File: config.mk
export PLATFORM = sky130hd
export DESIGN_NAME = vga_sync_gen
export DESIGN_NICKNAME = d
export VERILOG_FILES = /design/src/rtl/vga_timing_pkg.sv /design/src/rtl/sync_delay_line.sv /design/src/rtl/vga_sync_gen.sv
export SDC_FILE = /design/constraint.sdc
export NUM_CORES = 1
export LEC_CHECK = 0
export CELL_PAD_IN_SITES_DETAIL_PLACEMENT = 1
export CELL_PAD_IN_SITES_GLOBAL_PLACEMENT = 1
export CORE_MARGIN = 2
export CORE_UTILIZATION = 43
export DETAILED_ROUTE_END_ITERATION = 8
export GPL_TIMING_DRIVEN = 1
export PLACE_DENSITY_LB_ADDON = 0.1
export SLEW_MARGIN = 20
export SYNTH_ARGS = -nofsm -noshare
export SYNTH_HDL_FRONTEND = slang
export SYNTH_SLANG_ARGS = --single-unit
File: constraint.sdc
create_clock -name clock_25 -period 4.45 [get_ports clock_25]
set_input_delay 0.89 -clock clock_25 [delete_from_list [all_inputs] [get_ports clock_25]]
set_output_delay 0.89 -clock clock_25 [all_outputs]
set_load 0.1 [all_outputs]
File: src/rtl/vga_timing_pkg.sv
// Shared VGA 640x480@60 timing constants, the phase type used by both sync
// FSMs, and the idle value of the delayed sync/blank bundle.
package vga_timing_pkg;

    localparam int H_SYNC   = 96;
    localparam int H_BP     = 48;
    localparam int H_ACTIVE = 640;
    localparam int H_FP     = 16;
    localparam int H_TOTAL  = H_SYNC + H_BP + H_ACTIVE + H_FP;

    localparam int V_SYNC   = 2;
    localparam int V_BP     = 33;
    localparam int V_ACTIVE = 480;
    localparam int V_FP     = 10;
    localparam int V_TOTAL  = V_SYNC + V_BP + V_ACTIVE + V_FP;

    // Bundle order is {hsync_n, vsync_n, video_on}: syncs released, blanked.
    localparam logic [2:0] SYNC_IDLE = 3'b110;

    typedef enum logic [1:0] {SYNC, BP, ACT, FP} phase_e;

    function automatic phase_e next_phase(input phase_e p);
        case (p)
            SYNC:    return BP;
            BP:      return ACT;
            ACT:     return FP;
            default: return SYNC;
        endcase
    endfunction

endpackage

File: src/rtl/sync_delay_line.sv
// Fixed-depth shift register that re-times the {hsync_n, vsync_n, video_on}
// bundle to line up with the renderers' registered pixel outputs.
module sync_delay_line
    import vga_timing_pkg::*;
#(
    parameter int DEPTH = 2
) (
    input  logic       clock_25,
    input  logic       resetn,
    input  logic [2:0] din,
    output logic [2:0] dout
);

    logic [2:0] stage [DEPTH];

    always_ff @(posedge clock_25) begin
        if (!resetn) begin
            // NOTE: every stage is reset, not just the head, so no stale sync survives a reset.
            for (int i = 0; i < DEPTH; i++) stage[i] <= SYNC_IDLE;
        end else begin
            stage[0] <= din;
            for (int i = 1; i < DEPTH; i++) stage[i] <= stage[i-1];
        end
    end

    assign dout = stage[DEPTH-1];

endmodule

File: src/rtl/vga_sync_gen.sv
// VGA timing generator: free-running X/Y counters with per-axis phase FSMs,
// registered sync/blank decode and a delayed copy of sync/blank.
module vga_sync_gen
    import vga_timing_pkg::*;
#(
    parameter int PIXEL_DISPLAY_BIT = 9,
    parameter int H_SYNC     = vga_timing_pkg::H_SYNC,
    parameter int H_BP       = vga_timing_pkg::H_BP,
    parameter int H_ACTIVE   = vga_timing_pkg::H_ACTIVE,
    parameter int H_FP       = vga_timing_pkg::H_FP,
    parameter int V_SYNC     = vga_timing_pkg::V_SYNC,
    parameter int V_BP       = vga_timing_pkg::V_BP,
    parameter int V_ACTIVE   = vga_timing_pkg::V_ACTIVE,
    parameter int V_FP       = vga_timing_pkg::V_FP,
    parameter int PIPE_DELAY = 2
) (
    input  logic                       clock_25,
    input  logic                       resetn,
    output logic [PIXEL_DISPLAY_BIT:0] X,
    output logic [PIXEL_DISPLAY_BIT:0] Y,
    output logic                       hsync_n,
    output logic                       vsync_n,
    output logic                       video_on,
    output logic                       frame_start,
    output logic                       hsync_n_d,
    output logic                       vsync_n_d,
    output logic                       video_on_d
);

    localparam int W     = PIXEL_DISPLAY_BIT + 1;
    localparam int H_TOT = H_SYNC + H_BP + H_ACTIVE + H_FP;
    localparam int V_TOT = V_SYNC + V_BP + V_ACTIVE + V_FP;

    // Last count of each phase; the FSM advances when the counter hits it.
    localparam logic [W-1:0] H_SYNC_END = W'(H_SYNC - 1);
    localparam logic [W-1:0] H_BP_END   = W'(H_SYNC + H_BP - 1);
    localparam logic [W-1:0] H_ACT_END  = W'(H_SYNC + H_BP + H_ACTIVE - 1);
    localparam logic [W-1:0] H_LAST     = W'(H_TOT - 1);
    localparam logic [W-1:0] V_SYNC_END = W'(V_SYNC - 1);
    localparam logic [W-1:0] V_BP_END   = W'(V_SYNC + V_BP - 1);
    localparam logic [W-1:0] V_ACT_END  = W'(V_SYNC + V_BP + V_ACTIVE - 1);
    localparam logic [W-1:0] V_LAST     = W'(V_TOT - 1);

    if (H_SYNC < 1 || H_BP < 1 || H_ACTIVE < 1 || H_FP < 1 ||
        V_SYNC < 1 || V_BP < 1 || V_ACTIVE < 1 || V_FP < 1) begin : g_bad_phase
        $error("vga_sync_gen: every phase length must be at least 1");
    end
    if (PIPE_DELAY < 1 || PIPE_DELAY > 4) begin : g_bad_delay
        $error("vga_sync_gen: PIPE_DELAY must be in 1..4");
    end
    if (H_TOT > (1 << W) || V_TOT > (1 << W)) begin : g_bad_width
        $error("vga_sync_gen: totals do not fit in the coordinate width");
    end

    phase_e       h_phase, v_phase, h_phase_next, v_phase_next;
    logic [W-1:0] h_end, v_end, x_next, y_next;
    logic         line_end;
    logic [2:0]   sync_d;

    always_comb begin
        // NOTE: defaults first so no path through the case leaves a signal unassigned.
        h_end = H_LAST;
        v_end = V_LAST;
        case (h_phase)
            SYNC:    h_end = H_SYNC_END;
            BP:      h_end = H_BP_END;
            ACT:     h_end = H_ACT_END;
            default: h_end = H_LAST;
        endcase
        case (v_phase)
            SYNC:    v_end = V_SYNC_END;
            BP:      v_end = V_BP_END;
            ACT:     v_end = V_ACT_END;
            default: v_end = V_LAST;
        endcase

        line_end     = (X == H_LAST);
        x_next       = line_end ? '0 : X + 1'b1;
        h_phase_next = (X == h_end) ? next_phase(h_phase) : h_phase;
        y_next       = line_end ? ((Y == V_LAST) ? '0 : Y + 1'b1) : Y;
        v_phase_next = (line_end && Y == v_end) ? next_phase(v_phase) : v_phase;
    end

    // Outputs decode the next phase/count so they align with the X/Y they accompany.
    always_ff @(posedge clock_25) begin
        // NOTE: state registers use non-blocking assignment so every flop samples pre-edge values.
        if (!resetn) begin
            X           <= H_LAST;
            Y           <= V_LAST;
            h_phase     <= FP;
            v_phase     <= FP;
            hsync_n     <= 1'b1;
            vsync_n     <= 1'b1;
            video_on    <= 1'b0;
            frame_start <= 1'b0;
        end else begin
            X           <= x_next;
            Y           <= y_next;
            h_phase     <= h_phase_next;
            v_phase     <= v_phase_next;
            hsync_n     <= (h_phase_next != SYNC);
            vsync_n     <= (v_phase_next != SYNC);
            video_on    <= (h_phase_next == ACT) && (v_phase_next == ACT);
            frame_start <= (x_next == '0) && (y_next == '0);
        end
    end

    sync_delay_line #(
        .DEPTH(PIPE_DELAY)
    ) u_delay (
        .clock_25(clock_25),
        .resetn  (resetn),
        .din     ({hsync_n, vsync_n, video_on}),
        .dout    (sync_d)
    );

    assign {hsync_n_d, vsync_n_d, video_on_d} = sync_d;

endmodule

==> reports/qor.yml, run 1 <==
power_and_ir_drop:
  pwr-share-comb: 0.612
  power_per_cell_area_mw_per_mm2: 818.0
  power_frac_clock: 0.123
  swShare: 0.5430
  power_mw: 1.887
  switchingPower_mw: 1.025
  p_leak_nw: 0.8897
  seqPwrFrac: 0.264
  peakVddDrop_v: 0.0003168
  p_int_mw: 0.8625
die:
  row_count: 24
  start_util: 0.4433
  fp.coreArea_sq_mm: 0.004324
  die_h_microns: 70.77
  die_area_sq_mm: 0.005008
  ios: 29
  die_width_microns: 70.77
grt:
  grt_start_max_net_pins: 28
  grt_pass1_wl_microns: 8376
  antenna_found_initial: 0
  grt_overflow: 0
  track_usage: 0.2091
  grt_pass1_vias: 1728
worst_setup_path:
  crit_buf_inv: 1
  crit_chain: "clkdlybuf4s50_1"
  start_kind: "flip-flop"
  worstPathRequired_ps: 3560
  crit_arrival_ps: 2070
  cp_max_fo: 10
  ff2ff_path_depth: 6
  regToRegEndpoint: "vsync_n$_SDFF_PN1_"
  cp_slowest_cell: "clkdlybuf4s50_1"
  rr_startpoint: "X[0]$_SDFF_PN1_"
  r2r_slack_ps: 1910
  path_class: "flip-flop to output pin"
  cp-end-kind: "output pin"
  crit_family: "buffers and inverters"
  crit_path_max_incr_delay_ps: 1210
detailed_routing:
  first_iter_violations: 150
  final_antenna_net_count: 0
  dr.pass1.iters: 4
  drt_wl_total_microns: 5015
  avgViaCountPerCell: 5.800
  wl_per_cell_microns: 17.00
  drc: 0
  num_vias: 1711
clock_network:
  clk-insertion-delay-late_ps: 280
  cts_setup_buffers: 0
  ctsHoldBuffers: 0
  clkSlewWorstSetupHoldPaths_ps: 70
  cts-resized-gates: 0
  cts_made_buffers: 5
  cts_num_sinks: 34
  tritoncts: "done"
  cts_max_level: 2
  clock_path_buffers: 2
  root_buffer: "clkbuf_8"
synth:
  synthMuxAreaShare: 0.01828
  synthTopCellsByArea: "dfxtp_1, ha_1, xnor2_1"
  synthCells: 219
  synth_top_family_by_area: "simple AND/OR/NAND/NOR gates"
  syn_area_sq_mm: 0.001917
  synth_common_cells: "dfxtp_1, nor2_1, nand2_1"
  yosys_most_used_dff: "dfxtp_1"
  synth-seq-cells: 34
  async_flop_share: 0
  yosysWarnings: 0
  synth_seq_area_share: 0.3551
  synth-edff-count: 0
  yosys.area_share.simple: 0.2552
  synth.distinct_cells: 53
  synthXorXnorAreaFrac: 0.07311
  synth_top_area_cell: "dfxtp_1"
  synth_compound_area_frac: 0.1828
  synthesis.nets: 232
  synthAdderAreaFrac: 0.07180
  synth_top_area_frac: 0.3551
  yosysMostFrequentCell: "dfxtp_1"
  syn-mean-instance-area_sq_um: 8.753
flow_run:
  drv_cap: 0
min_path:
  whs_path_depth: 1
  hold-path-endpoint: "u_delay.stage[0][4]$_SDFF_PN1_"
  hold_path.class: "flip-flop to flip-flop"
  hold_start: "u_delay.stage[0][1]$_SDFF_PN1_"
timing:
  finalSetupViolations: 0
  relSlewSlack: 0.3509
  timing.fmax_mhz: 338.0
  worst_slew_pin_slew_ps: 970.6
  setup_ws_ps: 1492
  finalCriticalPeriod_ps: 2958
  hold_viol: 0
  period_share: 0.6648
  finalMaxSlewViolations: 0
  tns_ps: 0
  fin_skew_ps: 9.673
  rsz0062_at_grt: "no"
cells_and_area:
  area_delta_synth_final_pct: 20.37
  nNetsFinal: 255
  fin_area_sq_mm: 0.002307
  drive_gt1_frac: 0.05761
  insertedDiodeCount: 0
place:
  port_buffers: 28
  post-place-ws_ps: 1707
  dp_hpwl_microns: 3750
  gp_congestion: 0.8187
  dpl_cell_area_sq_mm: 0.002216
outcome:
  status: "completed"
==> routing by layer <==
layer  GRT usage  vias up  part of all wire
met1      0.2807      829              0.47
met4     0.05031        0            0.0050
li1            -      843                 -
met2      0.3489       37              0.49
met3     0.03846        2             0.039
met5           0        -                 0
==> through the flow <==
| step | util | hold slack (ps) | std cells |
|---|---|---|---|
| floorplan | - | 386.3 | 219 |
| global placement | 0.5124 | 398.5 | 287 |
| detailed placement | 0.5124 | 411.3 | 287 |
| CTS | 0.5336 | 421.4 | 295 |
| global route | 0.5336 | 449.5 | 295 |
| finish | 0.5336 | 415.6 | 295 |
==> state kept, by name, indices dropped and copies added (netlist names) <==
signal,flops
X,10
Y,10
frame_start,1
h_phase,2
hsync_n,1
u_delay.stage,6
v_phase,2
video_on,1
vsync_n,1
==> final cells by class <==
type                       count  area [sq um]
inverter                       8         30.03
multi-input combinational    164          1152
timing repair buffer          29         287.8
fill                         520          2017
sequential                    34         680.7
clock inverter                 1         5.005
clock buffer                   7         86.33
tap                           52         65.06
==> cells in the final DEF (no fill, tap or decap), types with 4 or more instances in the layout <==
cell / n
inv_1: 8
nor2_1: 16
clkdlybuf4s50_1: 28
nand2b_1: 7
nor4_1: 5
o21ai_0: 11
xnor2_1: 10
clkbuf_8: 6
and3_1: 4
and2_1: 5
o211ai_1: 4
nand4_1: 4
nor3_1: 5
a21oi_1: 9
ha_1: 11
nand2_1: 12
nand3_1: 10
xor2_1: 6
dfxtp_1: 34
==> logic make-up (layout without fill, tap and decap cells) <==
kind of cell             count (synthesis)  count (layout)
AO/OA/AOI/OAI                           49              49
XOR/XNOR                                16              16
adder cells (fa/ha/maj)                 11              11
buffers and inverters                   21              45
flip-flops                              34              34
multiplexers                             3               3
AND/OR/NAND/NOR                         85              85
==> power by group through the flow <==
stage / logic, mW / clock network (mW) / registers [mW]
4_1_cts: 1.16 / 0.238 / 0.499
6_report: 1.16 / 0.233 / 0.499
5_1_grt: 1.23 / 0.255 / 0.514
3_5_place_dp: 1.16 / 0 / 0.506
3_3_place_gp: 1.13 / 0 / 0.492
2_1_floorplan: 0.574 / 0 / 0.822
==> worst max-delay path by stage <==
stage,from,slack (ps),depth (start not counted),to
global route,X[4]$_SDFF_PN1_,1410,1,X[4]
finish,X[4]$_SDFF_PN1_,1490,1,X[4]
CTS,X[4]$_SDFF_PN1_,1470,1,X[4]
detailed placement,resetn,1710,4,frame_start$_SDFF_PN0_
floorplan,X[0]$_SDFF_PN1_,1440,6,video_on$_SDFF_PN0_
global placement,resetn,1800,4,frame_start$_SDFF_PN0_
Power figures use the tool's default switching activity.
==> run 2, diff against run 1 <==
Settings changed: CORE_UTILIZATION 43 to 40.
Clock period 4.45 ns to 2.8 ns, I/O delays scaled along.
==> reports/qor.yml, run 2 (same netlist as run 1, synthesis figures left out) <==
grt:
  met3_usage: 0.04558  # was 0.03846
  busiest_layer: "met2"  # unchanged
  grt_util_met1: 0.2736  # was 0.2807
  grt_start_max_net_pins: 20  # was 28
  grt_pass1_wl_microns: 8776  # was 8376 microns
  grt_pass1_vias: 1724  # was 1728
  use_met2: 0.3624  # was 0.3489
  antenna_found_initial: 0  # unchanged
  track_usage: 0.2145  # was 0.2091
  grt_overflow: 0  # unchanged
place:
  post-place-ws_ps: 352.7  # was 1707 ps
  numPlacedInstances: 294  # was 287
  dpl_cell_area_sq_mm: 0.002192  # was 0.002216 sq mm
  dp_hpwl_microns: 3955  # was 3750 microns
  gp_congestion: 0.8469  # was 0.8187
  port_buffers: 28  # unchanged
detailed_routing:
  dr.pass1.iters: 4  # unchanged
  num_vias: 1753  # was 1711
  final_antenna_net_count: 0  # unchanged
  first_iter_violations: 57  # was 150
  wl_per_cell_microns: 17.89  # was 17.00 microns
  drc: 0  # unchanged
  drt_wl_total_microns: 5385  # was 5015 microns
  avgViaCountPerCell: 5.824  # was 5.800
clock_network:
  clkSlewWorstSetupHoldPaths_ps: 70  # about the same
  cts_made_buffers: 5  # unchanged
  cts-resized-gates: 0  # unchanged
  ctsHoldBuffers: 0  # unchanged
  clock_path_buffers: 2  # unchanged
  tritoncts: "done"  # unchanged
  cts_max_level: 2  # unchanged
  cts_num_sinks: 34  # unchanged
  root_buffer: "clkbuf_8"  # unchanged
  clk-insertion-delay-late_ps: 290  # was 280 ps
  cts_setup_buffers: 0  # unchanged
worst_setup_path:
  cp-end-kind: "flip-flop"  # was output pin
  path_class: "flip-flop to flip-flop"  # was flip-flop to output pin
  cp_max_fo: 4  # was 10
  crit_arrival_ps: 2650  # was 2070 ps
  rr_startpoint: "h_phase[0]$_SDFF_PN1_"  # was X[0]$_SDFF_PN1_
  worstPathRequired_ps: 3000  # was 3560 ps
  crit_path_max_incr_delay_ps: 520  # was 1210 ps
  r2r_slack_ps: 340  # was 1910 ps
  start_kind: "flip-flop"  # unchanged
  crit_path_start: "h_phase[0]$_SDFF_PN1_"  # was X[4]$_SDFF_PN1_
  cp.depth: 7  # was 1
  cp_slowest_cell: "or4_1"  # was clkdlybuf4s50_1
  crit_family: "simple AND/OR/NAND/NOR gates"  # was buffers and inverters
  crit_chain: "inv_1, ha_1, or4_1, a211oi_1, and3_1, o21ai_1, nor4b_2"  # was clkdlybuf4s50_1
  regToRegEndpoint: "video_on$_SDFF_PN0_"  # was vsync_n$_SDFF_PN1_
  cp-endpoint: "video_on$_SDFF_PN0_"  # was X[4]
  ff2ff_path_depth: 7  # was 6
  crit_buf_inv: 1  # unchanged
timing:
  finalSetupViolations: 0  # unchanged
  rsz0062_at_grt: "no"  # unchanged
  tns_ps: 0  # unchanged
  hold_viol: 0  # unchanged
  fin_skew_ps: 8.521  # was 9.673 ps
  period_share: 0.8771
  finalCriticalPeriod_ps: 2456
  relSlewSlack: 0.6676  # was 0.3509
  finalMaxSlewViolations: 0  # unchanged
  timing.fmax_mhz: 407.2
  worst_slew_pin_slew_ps: 495.6  # was 970.6 ps
  setup_ws_ps: 344.2  # was 1492 ps
  fin_hold_ws_ps: 419.9  # was 415.6 ps
cells_and_area:
  drive_gt1_frac: 0.1984  # was 0.05761
  top_regs: "X x10, Y x10, u_delay.stage x6"  # unchanged
  insertedDiodeCount: 0  # unchanged
  utilization: 0.4872  # was 0.5336
  layout_commonest_cell: "buf_4"  # was dfxtp_1
  fin_area_sq_mm: 0.002271  # was 0.002307 sq mm
  area_delta_synth_final_pct: 18.47  # was 20.37%
  finalNonFillerCells: 301  # was 295
  fillers: 554  # was 520
  nNetsFinal: 260  # was 255
  final_cell_mix: "buf_4, dfxtp_1, nor2_1"  # was dfxtp_1, clkdlybuf4s50_1, nor2_1
die:
  die_h_microns: 73.23  # was 70.77 microns
  die_width_microns: 73.23  # was 70.77 microns
  ios: 29  # unchanged
  fp.coreArea_sq_mm: 0.004661  # was 0.004324 sq mm
  row_count: 25  # was 24
  die_area_sq_mm: 0.005362  # was 0.005008 sq mm
  start_util: 0.4113  # was 0.4433
power_and_ir_drop:
  pwr-share-comb: 0.622  # was 0.612
  p_leak_nw: 0.9345  # was 0.8897 nW
  peakVddDrop_v: 0.0004980  # was 0.0003168 V
  power_mw: 3.003  # was 1.887 mW
  seqPwrFrac: 0.262  # was 0.264
  swShare: 0.5506  # was 0.5430
  p_int_mw: 1.350  # was 0.8625 mW
  power_frac_clock: 0.116  # was 0.123
  switchingPower_mw: 1.654  # was 1.025 mW
  power_per_cell_area_mw_per_mm2: 1323  # was 818.0 mW/mm^2
min_path:
  whs_path_depth: 1  # unchanged
  hold_path.class: "flip-flop to flip-flop"  # unchanged
  hold_start: "u_delay.stage[0][1]$_SDFF_PN1_"  # unchanged
flow_run:
  drv_cap: 0  # unchanged
outcome:
  status: "completed"  # unchanged
==> run 2: changes by cell type in the layout (fill, tap and decap cells not counted), sizes merged <==
cell,before,now
buf,1,33
clkdlybuf4s50,28,1
clkbuf,7,5
clkinv,1,2
==> run 2: how the worst min path moves through the flow <==
stage	end
after floorplan	u_delay.stage[0][4]$_SDFF_PN1_
after global placement	u_delay.stage[0][5]$_SDFF_PN1_
after CTS	u_delay.stage[0][4]$_SDFF_PN1_
final	u_delay.stage[0][4]$_SDFF_PN1_
after detailed placement	u_delay.stage[0][4]$_SDFF_PN1_
after global routing	u_delay.stage[0][4]$_SDFF_PN1_
==> run 2: layout make-up <==
cell class              count  area, sq um  share of cell area
clock buffers               5        68.82             0.03030
multi-input cells         164         1152              0.5074
flip-flops and latches     34        684.4              0.3014
clock inverters             2        10.01            0.004408
well taps                  54        67.56             0.02975
repair buffers             34        257.7              0.1135
inverters                   8        30.03             0.01322
==> run 2: worst reg2reg max path: stages, from the launching register on <==
cell      delay (ps)
dfxtp_1          390
inv_1             90
ha_1             240
or4_1            520
a211oi_1         450
and3_1           240
o21ai_1          130
nor4b_2          320
==> run 2: per-layer routing <==
metal	wire length [microns]	share of wire	vias to the layer above
li1	-	-	847
met3	220	0.041	5
met5	0	0	-
met1	2564	0.48	859
met4	47	0.0087	0
met2	2552	0.47	42
==> run 2: power by group through the flow <==
stage	registers, mW	clock network, mW	logic, mW
2_1_floorplan	1.31	0	0.911
3_3_place_gp	0.778	0	1.80
3_5_place_dp	0.796	0	1.86
4_1_cts	0.784	0.355	1.87
5_1_grt	0.804	0.379	2.00
6_report	0.788	0.347	1.87
